**src/rtl/sel_pkg.sv**
```systemverilog
// Shared state encoding and helpers for the selecting-machine controller.
package sel_pkg;

    typedef enum logic [1:0] {
        S_IDLE    = 2'b00,
        S_SELECT  = 2'b01,
        S_CONFIRM = 2'b10,
        S_DONE    = 2'b11
    } state_t;

    localparam logic [5:0] CATH_RESET = 6'b111110;

    function automatic logic [3:0] popcount8(input logic [7:0] v);
        logic [3:0] c;
        c = '0;
        for (int unsigned i = 0; i < 8; i++) begin
            c = c + 4'(v[i]);
        end
        return c;
    endfunction

endpackage

```
**src/rtl/disp_scan.sv**
```systemverilog
// Free-running digit scanner: divider plus a rotating active-low one-hot cathode.
module disp_scan
    import sel_pkg::*;
#(
    parameter int unsigned SCAN_DIV = 50_000
) (
    input  logic       clk,
    input  logic       rst,
    output logic [5:0] digit_cath
);

    localparam int unsigned DW = (SCAN_DIV > 1) ? $clog2(SCAN_DIV) : 1;

    logic [DW-1:0] div_q;
    logic [5:0]    cath_q;

    always_ff @(posedge clk) begin
        if (rst) begin
            div_q  <= '0;
            cath_q <= CATH_RESET;
        end else if (div_q == DW'(SCAN_DIV - 1)) begin
            div_q  <= '0;
            cath_q <= {cath_q[4:0], cath_q[5]};
        end else begin
            div_q  <= div_q + 1'b1;
        end
    end

    assign digit_cath = cath_q;

endmodule

```
**src/rtl/select_ctrl_fsm.sv**
```systemverilog
// Select/confirm/done sequencing controller with limited selection flags,
// idle timeout abort and display digit scan.
module select_ctrl_fsm
    import sel_pkg::*;
#(
    parameter int unsigned N_CAND   = 6,
    parameter int unsigned MAX_SEL  = 3,
    parameter int unsigned TIMEOUT  = 50_000_000,
    parameter int unsigned HOLD     = 100_000_000,
    parameter int unsigned SCAN_DIV = 50_000
) (
    input  logic              clk,
    input  logic              rst,
    input  logic [N_CAND-1:0] key_pulse,
    input  logic              confirm_pulse,
    input  logic              cancel_pulse,
    output logic [N_CAND-1:0] sel_flags,
    output logic [3:0]        sel_count,
    output logic [1:0]        state,
    output logic              timeout_flag,
    output logic [5:0]        digit_cath
);

    localparam int unsigned TW = (TIMEOUT > 1) ? $clog2(TIMEOUT) : 1;
    localparam int unsigned HW = (HOLD > 1) ? $clog2(HOLD) : 1;

    state_t            state_q, state_n;
    logic [N_CAND-1:0] flags_q, flags_n;
    logic [3:0]        count_q, count_n;
    logic [TW-1:0]     tcnt_q, tcnt_n;
    logic [HW-1:0]     hcnt_q, hcnt_n;
    logic              tflag_q, tflag_n;

    logic [N_CAND-1:0] kmask;
    logic              key_any;
    logic              tout_hit;
    logic              may_toggle;

    // Isolate the lowest set key bit; higher simultaneous keys are dropped.
    assign kmask      = key_pulse & (~key_pulse + N_CAND'(1));
    assign key_any    = |key_pulse;
    assign tout_hit   = (tcnt_q == TW'(TIMEOUT - 1));
    assign may_toggle = ((flags_q & kmask) != '0) || (count_q < 4'(MAX_SEL));

    always_ff @(posedge clk) begin
        if (rst) begin
            state_q <= S_IDLE;
            flags_q <= '0;
            count_q <= '0;
            tcnt_q  <= '0;
            hcnt_q  <= '0;
            tflag_q <= 1'b0;
        end else begin
            state_q <= state_n;
            flags_q <= flags_n;
            count_q <= count_n;
            tcnt_q  <= tcnt_n;
            hcnt_q  <= hcnt_n;
            tflag_q <= tflag_n;
        end
    end

    always_comb begin
        state_n = state_q;
        flags_n = flags_q;
        tcnt_n  = tcnt_q;
        hcnt_n  = hcnt_q;
        tflag_n = 1'b0;
        case (state_q)
            S_IDLE: begin
                if (!cancel_pulse && !confirm_pulse && key_any) begin
                    state_n = S_SELECT;
                    flags_n = flags_q ^ kmask;
                    tcnt_n  = '0;
                end
            end
            S_SELECT: begin
                if (cancel_pulse) begin
                    state_n = S_IDLE;
                    flags_n = '0;
                    tcnt_n  = '0;
                end else if (confirm_pulse) begin
                    tcnt_n = '0;
                    if (count_q != '0) state_n = S_CONFIRM;
                end else if (key_any) begin
                    tcnt_n = '0;
                    if (may_toggle) flags_n = flags_q ^ kmask;
                end else if (tout_hit) begin
                    state_n = S_IDLE;
                    flags_n = '0;
                    tcnt_n  = '0;
                    tflag_n = 1'b1;
                end else begin
                    tcnt_n = tcnt_q + 1'b1;
                end
            end
            S_CONFIRM: begin
                if (cancel_pulse) begin
                    state_n = S_SELECT;
                    tcnt_n  = '0;
                end else if (confirm_pulse) begin
                    state_n = S_DONE;
                    tcnt_n  = '0;
                    hcnt_n  = '0;
                end else if (key_any) begin
                    tcnt_n = '0;
                end else if (tout_hit) begin
                    state_n = S_IDLE;
                    flags_n = '0;
                    tcnt_n  = '0;
                    tflag_n = 1'b1;
                end else begin
                    tcnt_n = tcnt_q + 1'b1;
                end
            end
            S_DONE: begin
                if (hcnt_q == HW'(HOLD - 1)) begin
                    state_n = S_IDLE;
                    flags_n = '0;
                    hcnt_n  = '0;
                end else begin
                    hcnt_n = hcnt_q + 1'b1;
                end
            end
        endcase
        count_n = popcount8(8'(flags_n));
    end

    disp_scan #(
        .SCAN_DIV(SCAN_DIV)
    ) u_disp_scan (
        .clk       (clk),
        .rst       (rst),
        .digit_cath(digit_cath)
    );

    assign sel_flags    = flags_q;
    assign sel_count    = count_q;
    assign state        = state_q;
    assign timeout_flag = tflag_q;

endmodule

```
**config.mk**
```make
export PLATFORM = sky130hd
export DESIGN_NAME = select_ctrl_fsm
export DESIGN_NICKNAME = d
export VERILOG_FILES = /design/src/rtl/sel_pkg.sv /design/src/rtl/disp_scan.sv /design/src/rtl/select_ctrl_fsm.sv
export SDC_FILE = /design/constraint.sdc
export NUM_CORES = 1
export LEC_CHECK = 0
export CORE_MARGIN = 5
export CORE_UTILIZATION = 40
export DETAILED_ROUTE_END_ITERATION = 6
export PLACE_DENSITY_LB_ADDON = 0.12
export SLEW_MARGIN = 20
export SYNTH_ARGS = -nofsm -noshare
export SYNTH_HDL_FRONTEND = slang
export SYNTH_HIERARCHICAL = 1
export SYNTH_SLANG_ARGS = --single-unit
```
**constraint.sdc**
```tcl
create_clock -name clk -period 13.1 [get_ports clk]
set_input_delay 1.965 -clock clk [delete_from_list [all_inputs] [get_ports clk]]
set_output_delay 1.965 -clock clk [all_outputs]
set_load 0.02 [all_outputs]
```
---- Word level (Yosys, flattened, before mapping) ----
Index checks and enable logic that the tools add are counted.
Widths: inputs -> output; s select.
word-level totals
  input port bits ......................... 10
  logic and storage cells ................. 83
  bits in registers ....................... 88
  output and inout port bits .............. 19
operators by class
  multiplexer cells ....................... 32
  reductions and logical operators ........ 17
  equal/unequal tests ..................... 11
  bitwise logic cells ..................... 5
  $lt $le $gt $ge ......................... 1
  add/subtract/negate cells ............... 9
operator list
  cell                   count
  $mux 26                5
  $mux 27                3
  $mux 6                 10
  $pmux 27 s2            1
  $pmux 26 s2            1
  $add 27x1->27 const B  1
  $eq 27x27->1 const B   1
  $add 26x1->26 const B  1
  $eq 26x26->1 const B   1
  $pmux 6 s4             1
  $mux 2                 9
  $add 16x1->16 const B  1
  $eq 16x16->1 const B   1
  $and 6x6->6            2
  $reduce_or 10->1       1
  $add 4x1->4            2
  $ne 2x2->1 const B     4
  $pmux 2 s4             1
  $add 6x1->6 const B    1
  $not 6->6              1
  $reduce_and 3->1       2
  $reduce_bool 6->1      1
  $reduce_or 6->1        1
  $xor 6x6->6            1
  other kinds (17)       22

---- Longest topological paths before layout ----
Gate-level depths: netlist of run 1.
  depth in word-level cells ............... 16
  mapped depth ............................ 16
  gate-level depth less buffers ........... 16

---- Cells and area by module ----
Netlist of run 1, hierarchy kept.
modules (own cells, without submodules)
  module           times used  area each (um^2)  cells each  sequential area each (um^2)
  select_ctrl_fsm  1           3673.5            432         1301.2
  disp_scan        1           958.4             108         440.4

---- Least setup slack after synthesis of run 1 ----
Ideal clock, no wire load.
  path kind ............................... input to register
  start ................................... input port key_pulse[3]
  end ..................................... register count_q[1], in the netlist sel_count[1]
  cell stages on the path ................. 16
  path buffers ............................ 0
  library setup time ...................... 0.114 ns
  path slack .............................. 7.150 ns
  data required time ...................... 12.986 ns
  data arrival time ....................... 5.836 ns
  cells stage by stage .................... or4_1 > nor3b_1 > ha_1 > or4_1 > nor4_4 > a211o_1 > mux2_1 > a22oi_1 > nand2_1 > fa_1 > inv_1 > fa_1 > inv_1 > ha_1 > fa_1 > nor2b_1
between the ends
  word-level cells in the longest chain between the ends .. 16
  elaborated cells between the ends (all ways) .. 23
  classes of those cells .................. add/sub: 6; mux: 9; bitwise: 4; reduce/logical: 4
RTL lines
  element                        line                   source
  from (decl)                    select_ctrl_fsm.sv:14  input logic [N_CAND-1:0] key_pulse,
  $not 6->6                      select_ctrl_fsm.sv:40  assign kmask = key_pulse & (~key_pulse + N_CAND'(1));
  $add 6x1->6                    select_ctrl_fsm.sv:40
  $and 6x6->6                    select_ctrl_fsm.sv:40
  $and 6x6->6                    select_ctrl_fsm.sv:43  assign may_toggle = ((flags_q & kmask) != '0) || (count_q < 4'(MAX_SEL));
  $reduce_bool 6->1              select_ctrl_fsm.sv:43
  $logic_or 1x1->1               select_ctrl_fsm.sv:43
  $mux 6                         select_ctrl_fsm.sv:87  if (may_toggle) flags_n = flags_q ^ kmask;
  $mux 6                         select_ctrl_fsm.sv:85  end else if (key_any) begin
  $mux 6                         select_ctrl_fsm.sv:82  end else if (confirm_pulse) begin
  $mux 6                         select_ctrl_fsm.sv:78  if (cancel_pulse) begin
  $pmux 6 s4 (*)                 select_ctrl_fsm.sv:69  case (state_q)
  net flags_n[0]                 select_ctrl_fsm.sv:28  logic [N_CAND-1:0] flags_q, flags_n;
  $add 1x1->2 (*)                sel_pkg.sv:17          c = c + 4'(v[i]);
  $add 2x1->3 (*)                sel_pkg.sv:17
  $add 3x1->4 (*)                sel_pkg.sv:17
  $add 4x1->4 (*) (2 in series)  sel_pkg.sv:17
  net count_n[1]                 select_ctrl_fsm.sv:29  logic [3:0] count_q, count_n;
  to (signal assigned)           select_ctrl_fsm.sv:56  count_q <= count_n;
  to (decl)                      select_ctrl_fsm.sv:29
Mark *: on every way through the listed nets, which the timed path passes. The rest lies on a longest branch.
A chain may end at the register's enable or synchronous reset.

---- Worst setup path after layout of run 1 ----
  start ................................... input port key_pulse[0]
  end ..................................... register count_q[1], in the netlist sel_count[1]
The elaborated chain is that of the path after synthesis.

==> results.cfg, run 1 <==
[placement]
place.gp.congestion = 0.8387
hpwl_mm = 7.102
port_buffers = 27
dp.cells = 696

[clock_network]
cts_tree = built
hold_buffers = 0
cts_inserted_buffers = 9
cts_root_buffer = clkbuf_16
post_cts_buffers = 0
insertion_delay_ns = 0.35
h-tree-depth = 3
clk_pin_slew_worst_paths_ns = 0.06
cts.sinks = 87
cts_resized = 0
cts_buffer_depth = 2

[critical_path]
setup.worst_path.end = sel_count[1]
cp_num_buf_inv = 3
crit_required_ns = 13.33
cp_max_fo = 6
crit_chain = clkdlybuf4s50_1, or4_1, nor3b_1, ha_1, or4_1, nor4_4, a211o_1, mux2_1, a22oi_1, nand2_1, fa_1, inv_1, fa_1, inv_1, ha_1, fa_1, nor2b_1
worstSetupStartpointType = input pin
max_stage_delay_ns = 0.58
crit_slowest_cell = clkdlybuf4s50_1
critPathMostFrequentCell = fa_1
crit_arrival_ns = 6.63
r2r_start = sel_flags[1]
end_kind = flip-flop
worstSetupPathType = input pin to flip-flop
cp-startpoint = key_pulse[0]
path_depth = 17
cp_top_family = adder cells
reg2reg_slack_ns = 8.60
reg2reg_depth = 14
rr_endpoint = sel_count[1]

[grt]
grt_pass1_vias = 3585
grt_pass1_wl_mm = 17.51
grt_max_degree = 28
grt_overflow_total = 0
track_usage = 0.1500
antenna_found_initial = 0

[sta]
tightest_slew_ns = 0.8687
fin_crit_ns = 6.406
setup-tns-final_ns = 0
hold_viol = 0
slew_headroom = 0.4209
rsz0062_at_grt = false
slew_viol_final = 0
max_freq_mhz = 156.1
setup-violations-final = 0
post-route-period-util = 0.4890
fin_skew_ns = 0.009441

[finish]
regArea_um2 = 1742
antenna_cells = 0
drive_above_1_share = 0.06854
n_fill_cell = 1120
mostFrequentLayoutCells = dfxtp_1, nor2_1, nand2_1, xor2_1
nets = 591
finalNonFillerCells = 712
syn2layout_area_growth_pct = 15.72
mostFrequentLayoutCell = dfxtp_1
multiInputGateArea_um2 = 2751

[detailed_routing]
ant_nets = 0
drtIter0Drc = 201
drc = 0
vias = 3730
first_pass_iters = 4
wire_per_inst_um = 13.98
via_per_inst = 5.239
wl_mm = 9.952

[floorplanning]
io_pins = 29
die_w_um = 117.6
core.rowCount = 39
die_h_um = 117.6
start_util = 0.4074
fp.coreArea_um2 = 11370
die_area_um2 = 13830

[logic_synthesis]
synthDistinctLibCells = 70
synth_top_cells_by_area = dfxtp_1, nor2_1, xor2_1
synth-main-ff-cell = dfxtp_1
syn-instance-count = 540
syn_area_per_cell_um2 = 8.578
yosysTopAreaCell = dfxtp_1
synth_edf_count = 0
synth_seq_cells = 87
synthArstFlopShare = 0
yosys_warnings = 6
synth_top_cell_area_share = 0.3760
netlist_area_um2 = 4632
ys_seq_area_frac = 0.3760
syn_nets = 567

[power_and_ir_drop]
leakage_nw = 1.929
peakVddDrop_uv = 93.81
power.density_nw_per_um2 = 111.4

[run]
cap_violations = 0

[status]
status = complete, no violations

[hold_path]
hold_class = flip-flop to flip-flop
## Yosys cell counts (all sizes together), types with 6 or more instances
cell	count
dfxtp	87
nor2	81
nand2	49
xor2	31
xnor2	27
nand3	24
nand4	23
inv	20
a21oi	18
ha	14
nor4	14
o21ai	14
and3	11
and4	9
nor3	9
buf	8
clkbuf	8
nor2b	8
or2	7
a211o	6
and2	6
or3	6
## final cells by class
class	instances	area share
Clock buffer	11	0.04528
Inverter	21	0.01471
Tap cell	143	0.03338
Sequential cell	87	0.3249
Multi-Input combinational cell	416	0.5133
Timing Repair Buffer	29	0.05322
Clock inverter	5	0.01517
## state kept, by name (all words and copies together), names as in the netlist
name                    flops
hcnt_q                     27
tcnt_q                     26
u_disp_scan/div_q          16
timeout_flag                1
sel_flags                   6
sel_count                   3
u_disp_scan/digit_cath      6
state                       2
## power by group
group          switching, mW  internal, mW  leakage (nW)
Sequential           0.00393         0.268         0.702
Combinational         0.0297        0.0163          1.07
Clock                  0.107         0.172         0.156
Total                  0.141         0.456          1.93
## per-layer routing
| metal | GRT usage | part of all wire | vias up |
|---|---|---|---|
| met1 | 0.2023 | 0.50 | 1707 |
| met2 | 0.2288 | 0.44 | 58 |
| met4 | 0.04946 | 0.016 | 0 |
| li1 | - | - | 1953 |
| met3 | 0.04565 | 0.037 | 12 |
| met5 | 0 | 0 | - |
## per-stage QoR
step                utilization  instance area (µm²)  hold WS [ns]  setup slack, ns  power (mW)
floorplan                     -                 4632        0.4474            7.150      0.3072
global placement         0.4422                 5027        0.4622            6.456      0.3227
detailed placement       0.4422                 5027        0.4676            6.330      0.3229
CTS                      0.4707                 5351        0.4764            6.691      0.6060
global route             0.4714                 5360        0.5140            6.468      0.6241
finish                   0.4714                 5360        0.4719            6.694      0.5971
## cells by family after synthesis
logic type               Yosys count  synth area share
multiplexers                       4          0.009454
flip-flops                        87            0.3760
adder cells (fa/ha/maj)           17           0.05078
AND/OR/NAND/NOR                  273            0.3187
other                              1         0.0008096
XOR/XNOR                          58            0.1097
AO/OA/AOI/OAI                     63            0.1027
buffers and inverters             37           0.03187
## how the worst min path moves through the flow
stage	from	to	slack, ns	cells after the start
after floorplan	u_disp_scan/div_q[0]	u_disp_scan/div_q[0]	0.45	1
after global placement	hcnt_q[1]	hcnt_q[1]	0.46	2
after detailed placement	hcnt_q[1]	hcnt_q[1]	0.47	2
after CTS	hcnt_q[1]	hcnt_q[1]	0.48	2
after global routing	hcnt_q[24]	hcnt_q[24]	0.51	2
final	hcnt_q[1]	hcnt_q[1]	0.47	2
## worst reg2reg max path: cells and delay by family, from the launching register on
| kind | cells | cell delay, ns |
|---|---|---|
| buf+inv | 2 | 0.09 |
| flops | 1 | 0.39 |
| mux | 1 | 0.35 |
| simple gates | 4 | 1.18 |
| fa+ha+maj | 5 | 1.92 |
| compound gates | 2 | 0.45 |
Note: power is estimated with default switching activity, not from simulation.
==> run 2, diff against run 1 <==
clock period = 5.9 ns   (was 13.1 ns; I/O delays follow)
==> run 2 against run 1 <==
  * Sequential power grew 120%
  * Largest power group unchanged
  * Cell area grew 1.0%
  * Cell count up 0.14%
  * Combinational power up 120%
  * Highest routed layer unchanged
  * Non-clock buffer count rose by 1
  * Power grew 140%
  * Setup slack worse by 6.1 ns
==> results.cfg, run 2 (synthesized netlist as in run 1, its figures left out) <==
[detailed_routing]
via_per_inst = 5.337
drtIter0Drc = 227
wire_per_inst_um = 14.09
first_pass_iters = 4
ant_nets = 0
vias = 3805
drc = 0
wl_mm = 10.05

[floorplanning]
die_area_um2 = 13830
fp.coreArea_um2 = 11370
core.rowCount = 39
io_pins = 29
start_util = 0.4074
die_w_um = 117.6
die_h_um = 117.6

[critical_path]
cp_num_buf_inv = 3
crit_arrival_ns = 5.54
cp_top_family = adder cells
cp_max_fo = 6
worstSetupPathType = input pin to flip-flop
worstSetupStartpointType = input pin
crit_slowest_cell = clkdlybuf4s50_1
end_kind = flip-flop
critPathMostFrequentCell = fa_1
crit_required_ns = 6.12
max_stage_delay_ns = 0.59
crit_chain = clkdlybuf4s50_1, or4_1, nor3b_1, ha_1, or4_1, nor4_4, a211o_1, mux2_1, a22oi_1, nand2_1, fa_1, inv_1, fa_1, inv_1, ha_1, fa_1, nor2b_1

[run]
cap_violations = 0

[grt]
grt_max_degree = 28
grt_overflow_total = 0
grt_pass1_vias = 3624
track_usage = 0.1495
grt_pass1_wl_mm = 17.60
antenna_found_initial = 0

[finish]
nets = 592
top_regs = hcnt_q: 27 flops, tcnt_q: 26 flops, u_disp_scan/div_q: 16 flops
antenna_cells = 0
drive_above_1_share = 0.07018
final_core_util = 0.4763
mostFrequentLayoutCells = dfxtp_1, nor2_1, nand2_1, xor2_1
largest_register_ffs = 27
mostFrequentLayoutCell = dfxtp_1
syn2layout_area_growth_pct = 16.91
largest-register = hcnt_q

[power_and_ir_drop]
leakage_nw = 1.958
peakVddDrop_uv = 211.4
p_total_mw = 1.408
power.density_nw_per_um2 = 260.0

[clock_network]
cts_buffer_depth = 2
cts_tree = built
cts_inserted_buffers = 9
cts_root_buffer = clkbuf_16
cts.sinks = 87
h-tree-depth = 3
cts_resized = 0
clk_pin_slew_worst_paths_ns = 0.06
insertion_delay_ns = 0.34
hold_buffers = 0
post_cts_buffers = 0

[sta]
setup-violations-final = 0
fin_skew_ns = 0.004363
hold_viol = 0
setup-tns-final_ns = 0
post-route-period-util = 0.9016
slew_viol_final = 0
slew_headroom = 0.4244
layout_setup_ws_ns = 0.5803
max_freq_mhz = 188.0
tightest_slew_ns = 0.8634
fin_crit_ns = 5.320
rsz0062_at_grt = false

[placement]
hpwl_mm = 7.043
place.gp.congestion = 0.8248
port_buffers = 27
dpl_worst_slack_ns = 0.2458

[status]
status = complete, no violations

[hold_path]
hold_class = flip-flop to flip-flop
run 2: changes by cell type in the layout (fill, tap and decap cells not counted):
| cell | delta |
|---|---|
| buf_4 | +1 |
| bufinv_16 | +2 |
| clkinv_2 | -1 |
| clkinvlp_4 | -1 |
run 2: cell type report:
| class | instances | area [µm²] |
|---|---|---|
| Clock buffer | 11 | 242.7 |
| Clock inverter | 5 | 128.9 |
| Fill cell | 1120 | 5954 |
| Inverter | 21 | 78.83 |
| Multi-Input combinational cell | 416 | 2751 |
| Sequential cell | 87 | 1742 |
| Tap cell | 143 | 178.9 |
| Timing Repair Buffer | 30 | 292.8 |
run 2: per-stage QoR:
stage                     cell area (µm²)  cells  hold WS (ns)
after global routing                 5415    713        0.5228
after CTS                            5406    713        0.4943
after detailed placement             5035    697        0.4789
after global placement               5035    697        0.4609
after floorplan                      4632    540        0.4474
final                                5415    713        0.4870
run 2: per-layer routing:
| layer | vias to the layer above | global-route usage | share of wire |
|---|---|---|---|
| met5 | - | 0 | 0 |
| met4 | 0 | 0.04086 | 0.013 |
| met3 | 13 | 0.04373 | 0.037 |
| met2 | 52 | 0.2394 | 0.46 |
| met1 | 1789 | 0.1966 | 0.49 |
| li1 | 1951 | - | - |
run 2: final timing paths:
kind                            slack, ns      endpoint  cells past startpoint          from
worst max-delay path                 0.58  sel_count[1]                     17  key_pulse[0]
worst min-delay path                 0.49     hcnt_q[1]                      2     hcnt_q[1]
worst max register to register       1.46  sel_count[1]                     14  sel_flags[1]
worst min register to register       0.49     hcnt_q[1]                      2     hcnt_q[1]
run 2: worst min-delay path, cell delays in order (launching register included):
cell and delay, ns:
dfxtp_1 0.33, nand2_1 0.06, a21oi_1 0.05
run 2: power by group:
part	leakage, nW	total, mW	switching [mW]	internal [mW]
clock network	0.180	0.704	0.235	0.469
registers	0.702	0.603	0.00876	0.594
logic	1.08	0.101	0.0651	0.0364
total	1.96	1.41	0.309	1.10
==> run 3, diff against run 2 <==
CORE_UTILIZATION = 59   (was 40)
CTS_CLUSTER_DIAMETER = 100   (was not set)
PLACE_DENSITY = 0.88   (was not set)
PLACE_DENSITY_LB_ADDON = not set   (was 0.12)
==> run 3 against run 2 <==
  * The flow now finishes with violations (DRC)
  * Wire length down 1.4%
  * Combinational power about the same
  * Via count up 3.5%
  * Sequential power about the same
  * Clock-buffer cell count up 1
  * Global-route usage up 6.1 points
  * Clock skew up 0.0051 ns
  * Largest cell class unchanged
  * Largest power group is now registers
  * Highest routed layer unchanged
==> results.cfg, run 3 (synthesized netlist as in run 1, its figures left out) <==
[placement]
hpwl_mm = 7.087
port_buffers = 27
place.gp.congestion = 0.9032
dpl_worst_slack_ns = 0.1699

[finish]
mostFrequentLayoutCell = dfxtp_1
top_regs = hcnt_q: 27 flops, tcnt_q: 26 flops, u_disp_scan/div_q: 16 flops
drive_above_1_share = 0.06678
largest-register = hcnt_q
antenna_cells = 0
final_core_util = 0.6732
nets = 591
largest_register_ffs = 27
n_fill_cell = 623
mostFrequentLayoutCells = dfxtp_1, nor2_1, nand2_1, xor2_1
syn2layout_area_growth_pct = 11.72

[sta]
max_freq_mhz = 184.5
slew_headroom = 0.3303
fin_crit_ns = 5.420
fin_skew_ns = 0.009465
post-route-period-util = 0.9186
hold_slack_ns = 0.4886
rsz0062_at_grt = false
slew_viol_final = 0
tightest_slew_ns = 0.9963
hold_viol = 0
layout_setup_ws_ns = 0.4803
setup-tns-final_ns = 0
setup-violations-final = 0

[floorplanning]
fp.coreArea_um2 = 7687
core.rowCount = 32
die_h_um = 98.61
die_area_um2 = 9723
start_util = 0.6025
io_pins = 29
die_w_um = 98.61

[critical_path]
worstSetupPathType = input pin to flip-flop
crit_slowest_cell = clkdlybuf4s50_1
cp_max_fo = 6
worstSetupStartpointType = input pin
max_stage_delay_ns = 0.58
end_kind = flip-flop
critPathMostFrequentCell = fa_1
crit_chain = clkdlybuf4s50_1, or4_1, nor3b_1, ha_1, or4_1, nor4_4, a211o_1, mux2_1, a22oi_1, nand2_1, fa_1, inv_1, fa_1, inv_1, ha_1, fa_1, nor2b_1
crit_arrival_ns = 5.63
crit_required_ns = 6.11
cp_top_family = adder cells
cp_num_buf_inv = 3

[clock_network]
hold_buffers = 0
cts_root_buffer = clkbuf_8
clk_pin_slew_worst_paths_ns = 0.09
cts_tree = built
cts_resized = 0
insertion_delay_ns = 0.35
h-tree-depth = 3
cts.sinks = 87
post_cts_buffers = 0
cts_buffer_depth = 2
cts_inserted_buffers = 9

[power_and_ir_drop]
pwr-share-clk = 0.373
peakVddDrop_uv = 99.96
netSwitchingFraction = 0.2533
combPwrFrac = 0.090
leakage_nw = 1.867
switchingPower_mw = 0.2845
power.density_nw_per_um2 = 217.0
p_int_mw = 0.8386
sequentialPowerShare = 0.536

[grt]
grt_pass1_vias = 3893
grt_max_degree = 28
track_usage = 0.2102
grt_pass1_wl_mm = 17.29
grt_overflow_total = 0
antenna_found_initial = 0

[run]
cap_violations = 0

[status]
violations = DRC
status = finished, violations left

[detailed_routing]
wire_per_inst_um = 14.76
wl_met1_mm = 4.315
wl_mm = 9.904
wl_met2_mm = 4.913
ant_nets = 0
via_per_inst = 5.872
vias = 3940
drc = 1
drtIter0Drc = 177
top_layer = met4
first_pass_iters = 7
wl_met3_um = 489

[hold_path]
hold_class = flip-flop to flip-flop
[run 3: changes by cell type in the layout (fill, tap and decap cells not counted), sizes merged]
cell	previous run	this run
inv	20	21
clkbuf	11	12
clkinv	2	1
buf	3	2
clkinvlp	0	2
bufinv	4	1
[run 3: metrics by stage]
stage          total power, mW  instance area [µm²]  instances
3_3_place_gp            0.7114                 4976        655
6_report                 1.123                 5175        671
5_1_grt                  1.170                 5175        671
4_1_cts                  1.134                 5175        671
2_1_floorplan           0.6820                 4632        540
3_5_place_dp            0.7155                 4976        655
[run 3: final cells by class]
class                           instances  area (µm²)  share of cell area
Clock buffer                           12       145.1             0.02805
Multi-Input combinational cell        416        2743              0.5300
Clock inverter                          4       53.80             0.01040
Inverter                               21       78.83             0.01523
Sequential cell                        87        1742              0.3366
Tap cell                              102       127.6             0.02466
Timing Repair Buffer                   29       285.3             0.05513
[run 3: path summary, 6_finish.rpt]
path | start | end | slack, ns | depth (start not counted)
worst max-delay path | key_pulse[0] | sel_count[1] | 0.48 | 17
worst min-delay path | hcnt_q[1] | hcnt_q[1] | 0.49 | 2
worst max register to register | sel_flags[1] | sel_count[1] | 1.32 | 14
worst min register to register | hcnt_q[1] | hcnt_q[1] | 0.49 | 2
[run 3: power by group through the flow]
stage	sequential, mW	combinational (mW)	clock (mW)
floorplan	0.618	0.0639	0
global placement	0.615	0.0960	0
detailed placement	0.616	0.0996	0
CTS	0.602	0.101	0.431
global route	0.603	0.111	0.457
finish	0.602	0.101	0.419
[run 3: worst reg2reg max path: stages (launching register included)]
cell     delay, ns
dfxtp_1       0.38
ha_1          0.23
or4_1         0.59
nor4_4        0.39
a211o_1       0.23
mux2_1        0.34
a22oi_1       0.25
nand2_1       0.13
fa_1          0.55
inv_1         0.05
fa_1          0.50
inv_1         0.05
ha_1          0.20
fa_1          0.42
nor2b_1       0.14
[run 3: routing by layer]
| layer | vias up | GRT usage |
|---|---|---|
| met2 | 116 | 0.3635 |
| met4 | 0 | 0.07773 |
| met1 | 1855 | 0.2591 |
| met5 | - | 0 |
| met3 | 24 | 0.04105 |
| li1 | 1945 | - |
